--- config.mk ---
export PLATFORM = sky130hd
export DESIGN_NAME = svnet_dot_product
export DESIGN_NICKNAME = d
export VERILOG_FILES = /design/src/rtl/svnet_dot_product.sv
export SDC_FILE = /design/constraint.sdc
export NUM_CORES = 1
export LEC_CHECK = 0
export CAP_MARGIN = 20
export CORE_MARGIN = 3
export CORE_UTILIZATION = 35
export CTS_CLUSTER_DIAMETER = 120
export CTS_CLUSTER_SIZE = 24
export DETAILED_ROUTE_END_ITERATION = 10
export REMOVE_ABC_BUFFERS = 1
export SYNTH_ARGS = -nofsm -noshare
export SYNTH_HDL_FRONTEND = slang
export SYNTH_SLANG_ARGS = --single-unit
--- constraint.sdc ---
create_clock -name clk -period 10.3 [get_ports clk]
set_input_delay 2.06 -clock clk [delete_from_list [all_inputs] [get_ports clk]]
set_output_delay 2.06 -clock clk [all_outputs]
set_load 0.02 [all_outputs]
--- src/rtl/svnet_dot_product.sv ---
// svnet_dot_product: signed multiply-accumulate consumer stage.
// Pops LENGTH packed {weight, pixel} pairs from an upstream register FIFO,
// accumulates their full-precision products, then pushes the finished sum into
// a downstream register FIFO. Both FIFOs use the occupancy/free-space plus
// single-strobe convention and live in the parent.
// Optional build macro: SVNET_DOT_PRODUCT_RELU_EN clamps negative results to
// zero on out_write_data. The accumulator is left unmodified.
module svnet_dot_product #(
    parameter int DATA_WIDTH = 8,
    parameter int LENGTH     = 9,
    parameter int IN_DEPTH   = 2,
    parameter int OUT_DEPTH  = 2,
    parameter int ACC_WIDTH  = 2 * DATA_WIDTH + $clog2(LENGTH) + 1
) (
    input  logic                           clk,
    input  logic                           rst,
    input  logic [$clog2(IN_DEPTH):0]      in_used_space,
    input  logic [2*DATA_WIDTH-1:0]        in_read_data,
    output logic                           in_read,
    input  logic [$clog2(OUT_DEPTH):0]     out_free_space,
    output logic                           out_write,
    output logic [ACC_WIDTH-1:0]           out_write_data,
    output logic                           busy
);

    localparam int PROD_W = 2 * DATA_WIDTH;
    // LENGTH == 1 still needs a one-bit counter so the vector is never empty.
    localparam int CNT_W  = (LENGTH > 1) ? $clog2(LENGTH) : 1;
    localparam logic [CNT_W-1:0] LAST_COUNT = CNT_W'(LENGTH - 1);

    typedef enum logic {
        ACCUM = 1'b0,
        EMIT  = 1'b1
    } state_t;

    state_t                        state_q, state_d;
    logic signed [ACC_WIDTH-1:0]   acc_q, acc_d;
    logic [CNT_W-1:0]              count_q, count_d;

    logic signed [DATA_WIDTH-1:0]  weight;
    logic signed [DATA_WIDTH-1:0]  pixel;
    logic signed [PROD_W-1:0]      product;
    logic signed [ACC_WIDTH-1:0]   product_ext;
    logic signed [ACC_WIDTH-1:0]   result;

    assign weight      = in_read_data[PROD_W-1:DATA_WIDTH];
    assign pixel       = in_read_data[DATA_WIDTH-1:0];
    // Both operands are signed, so the product is a full two's-complement result.
    assign product     = weight * pixel;
    assign product_ext = {{(ACC_WIDTH - PROD_W){product[PROD_W-1]}}, product};

`ifdef SVNET_DOT_PRODUCT_RELU_EN
    // Clamp negative sums at the output only; acc_q keeps the true value.
    assign result = acc_q[ACC_WIDTH-1] ? '0 : acc_q;
`else
    assign result = acc_q;
`endif

    assign busy = (count_q != '0) || (state_q == EMIT);

    // Next-state, datapath and FIFO strobes.
    always_comb begin
        // NOTE: every signal gets a default first so no path can infer a latch.
        state_d        = state_q;
        acc_d          = acc_q;
        count_d        = count_q;
        in_read        = 1'b0;
        out_write      = 1'b0;
        out_write_data = '0;
        case (state_q)
            ACCUM: begin
                // rst gates the pop so nothing is consumed while the stage is held.
                in_read = !rst && (in_used_space != '0);
                if (in_read) begin
                    acc_d = acc_q + product_ext;
                    if (count_q == LAST_COUNT) begin
                        count_d = '0;
                        state_d = EMIT;
                    end else begin
                        count_d = count_q + 1'b1;
                    end
                end
            end
            EMIT: begin
                out_write      = (out_free_space != '0);
                out_write_data = result;
                if (out_write) begin
                    acc_d   = '0;
                    state_d = ACCUM;
                end
            end
            default: begin
                state_d = ACCUM;
            end
        endcase
    end

    // State, accumulator and pair counter registers.
    always_ff @(posedge clk or posedge rst) begin
        if (rst) begin
            state_q <= ACCUM;
            acc_q   <= '0;
            count_q <= '0;
        end else begin
            // NOTE: non-blocking assignments so every flop samples pre-edge values.
            state_q <= state_d;
            acc_q   <= acc_d;
            count_q <= count_d;
        end
    end

    // Handshake and counter invariants.
    a_pop_needs_data : assert property (@(posedge clk) disable iff (rst)
        in_read |-> (in_used_space != '0));
    a_push_needs_space : assert property (@(posedge clk) disable iff (rst)
        out_write |-> (out_free_space != '0));
    a_count_in_range : assert property (@(posedge clk) disable iff (rst)
        int'(count_q) < LENGTH);

endmodule

==> reports/summary.txt <==
Final core occ: 42.00%
Post CTS Setup Buffer Count: 0
Count of pins on the block boundary: 46
Gate family responsible for the most delay along the worst path: adder cells
Proportion of register bits with asynchronous set or reset after synthesis: 100.0%
Crit path max fanout: 14
Max transition margin: 41.37%
CP peak stage delay: 0.76 ns
Distinct cells, synth: 40
Final weighted congestion in routability-driven placement: 0.8482
Routed wire per std cell: 14.68 um
Clock tree sinks: 26
Number of levels the H-tree was split into: 1
Number of failing hold endpoints at the final stage: 0
HP Class: reg2reg
Placeable core region: 0.01340 mm2
Sequential share of the synthesized area: 13.40%
Number of resized instances in the post-cts repair step: 0
Number of inserted diodes: 0
Overall via count from detail_route: 3425
Clock insertion delay at the later pin of the skew report: 0.26 ns
Wire length of the first global-routing pass: 18770 um
Register clock-pin slew on the reported worst setup and hold paths: 0.07 ns
RSZ-0062 raised after global routing: false
Critical path buffers and inverters: 3
Number of buffers between clock root and the deepest sink: 2
Number of enable flip-flop cells after synthesis: 0
Final critical-path setup slack: 2.677 ns
Iteration-0 DRC Markers: 138
Instance count of the mapped netlist: 496
Vias in the first global route: 3760
Outcome: complete, no violations
Reported max-cap violation count: 0
Area growth from synthesis to layout: 15.87%
Number of hold buffers added after cts: 0
Endpoint required time on the critical path: 10.45 ns
Leftover overflow at the end of global routing: 0
Worst Path Class, Setup: in2reg
Count of yosys warnings during synthesis: 0
DPL Wire Length: 9099 um
Share of final-layout standard cells stronger than drive strength 1: 2.033%
Number of placement rows: 42
Most prevalent standard cell on the critical path: fa_1
All-Layer GR Usage: 15.17%
Antenna Violating Nets Remaining: 0
Root Buffer: clkbuf_16
Worst path cell trace: clkdlybuf4s50_1 -> and2_1 -> inv_1 -> fa_1 -> inv_1 -> fa_1 -> fa_1 -> fa_1 -> fa_1 -> ha_1 -> o211ai_1 -> a21o_1 -> a31o_1 -> o31ai_2 -> xnor2_1 -> a21o_1 -> a21o_1
Detailed-route wire length: 10520 um
Worst hold margin: 0.5197 ns
Yosys reg bits: 26
Post-layout nets: 706
Syn_area_per_cell: 9.793 um2
Portion of the clock cycle consumed by the worst path in the final layout: 74.01%
Detailed Routing Iterations Pass 1: 5
Final max-slew violation count: 0
Data arrival time of the critical path: 7.77 ns
Setup violation total in the final timing report: 0
TritonCTS clock tree: built
Count of filler cells inserted in the layout: 1339
Max Clk Rate: 131.2 MHz
Number of I/O port buffers: 45
Pin count of the biggest net entering global routing: 27
Max stage delay cell, worst path: and2_1
Post-synth top flop: dfrtp_1
Setup Skew: 0.008642 ns
Number of DRC violations after detailed routing: 0
Die height: 123.8 um
Worst-case setup slack after placement: 2.392 ns
Die Area: 0.01533 mm2
Total CTS buffers: 3
Endpoint class of the critical path: flop
Slew at the pin closest to its max-slew limit: 0.8794 ns
Worst Setup Start Kind: primary input
Initial core utilization: 36.25%
Setup TNS: 0 ns
Mapped cell area: 0.004857 mm2
Width of the die: 123.8 um
Number of antenna violations at the first check in global routing: 0
Drt via density: 4.777
Clock period minus final worst setup slack: 7.623 ns
[per-stage QoR]
step	cell area, um2	std cells
global placement	5504	711
detailed placement	5504	711
finish	5628	717
floorplan	4826	489
global route	5628	717
CTS	5593	715
[final timing paths]
check                                        end  cells after the start                   from  slack, ns
max                        acc_q[20]$_DFFE_PP0P_                     17        in_read_data[0]       2.68
min                         acc_q[5]$_DFFE_PP0P_                      2   acc_q[5]$_DFFE_PP0P_       0.52
max reg2reg                acc_q[20]$_DFFE_PP0P_                     15  acc_q[14]$_DFFE_PP0P_       5.51
min reg2reg                 acc_q[5]$_DFFE_PP0P_                      2   acc_q[5]$_DFFE_PP0P_       0.52
max in group asynchronous  acc_q[11]$_DFFE_PP0P_                      3                    rst       7.72
min in group asynchronous   acc_q[1]$_DFFE_PP0P_                      2                    rst       2.14
[layout make-up]
class | instances | area (um2) | area share (%)
Multi-Input combinational cell | 365 | 3807 | 67.65
Sequential cell | 26 | 650.6 | 11.56
Timing Repair Buffer | 48 | 493.0 | 8.759
Inverter | 98 | 367.9 | 6.536
Tap cell | 176 | 220.2 | 3.913
Clock buffer | 4 | 88.84 | 1.578
[metal layers]
metal / GRT usage (%) / vias to the layer above / routed length [um]
li1: - / 1638 / -
met1: 21.85 / 1724 / 5006
met2: 25.85 / 59 / 5093
met3: 1.544 / 4 / 388
met4: 1.176 / 0 / 34
met5: 0 / - / 0
[flip-flops by register name, summed over array words and instances, names as in the netlist]
signal and cells:
acc_q 21, state_q 1, count_q 4
[cells by family after synthesis]
family	share of synthesized area [%]
buffers and inverters	8.218
AND/OR/NAND/NOR	13.68
adder cells (fa/ha/maj)	50.80
XOR/XNOR	3.967
flip-flops	13.40
AO/OA/AOI/OAI	9.943
[Yosys cell counts, types with 5 or more instances]
library cell,n,area (um2)
a21o_1,7,52.55
nor2_1,15,56.30
nand2_1,44,165.2
dfrtp_1,26,650.6
o21ai_0,19,95.09
ha_1,50,625.6
clkbuf_1,5,18.77
nand2b_1,6,37.54
xnor2_1,14,122.6
inv_1,96,360.4
and2_1,53,331.6
xor2_1,8,70.07
a22o_1,8,70.07
fa_1,92,1842
a21oi_1,10,50.05
[tightest hold or removal path, cell delays in order (launching register included)]
cell and delay, ns:
dfrtp_1 0.37, nand2_1 0.05, o21ai_0 0.06
[cell usage in the layout (no fill, tap or decap), types with 7 or more instances in the layout]
cell type and instances:
a21o_1 7, a21oi_1 10, a22o_1 8, and2_1 53
clkdlybuf4s50_1 45, dfrtp_1 26, fa_1 92, ha_1 50
inv_1 96, nand2_1 44, nor2_1 15, o21ai_0 19
xnor2_1 14, xor2_1 8
Power is left out: the tool's default activity adds up to more than one toggle a clock period on the data nets, which glitch-free logic cannot reach.
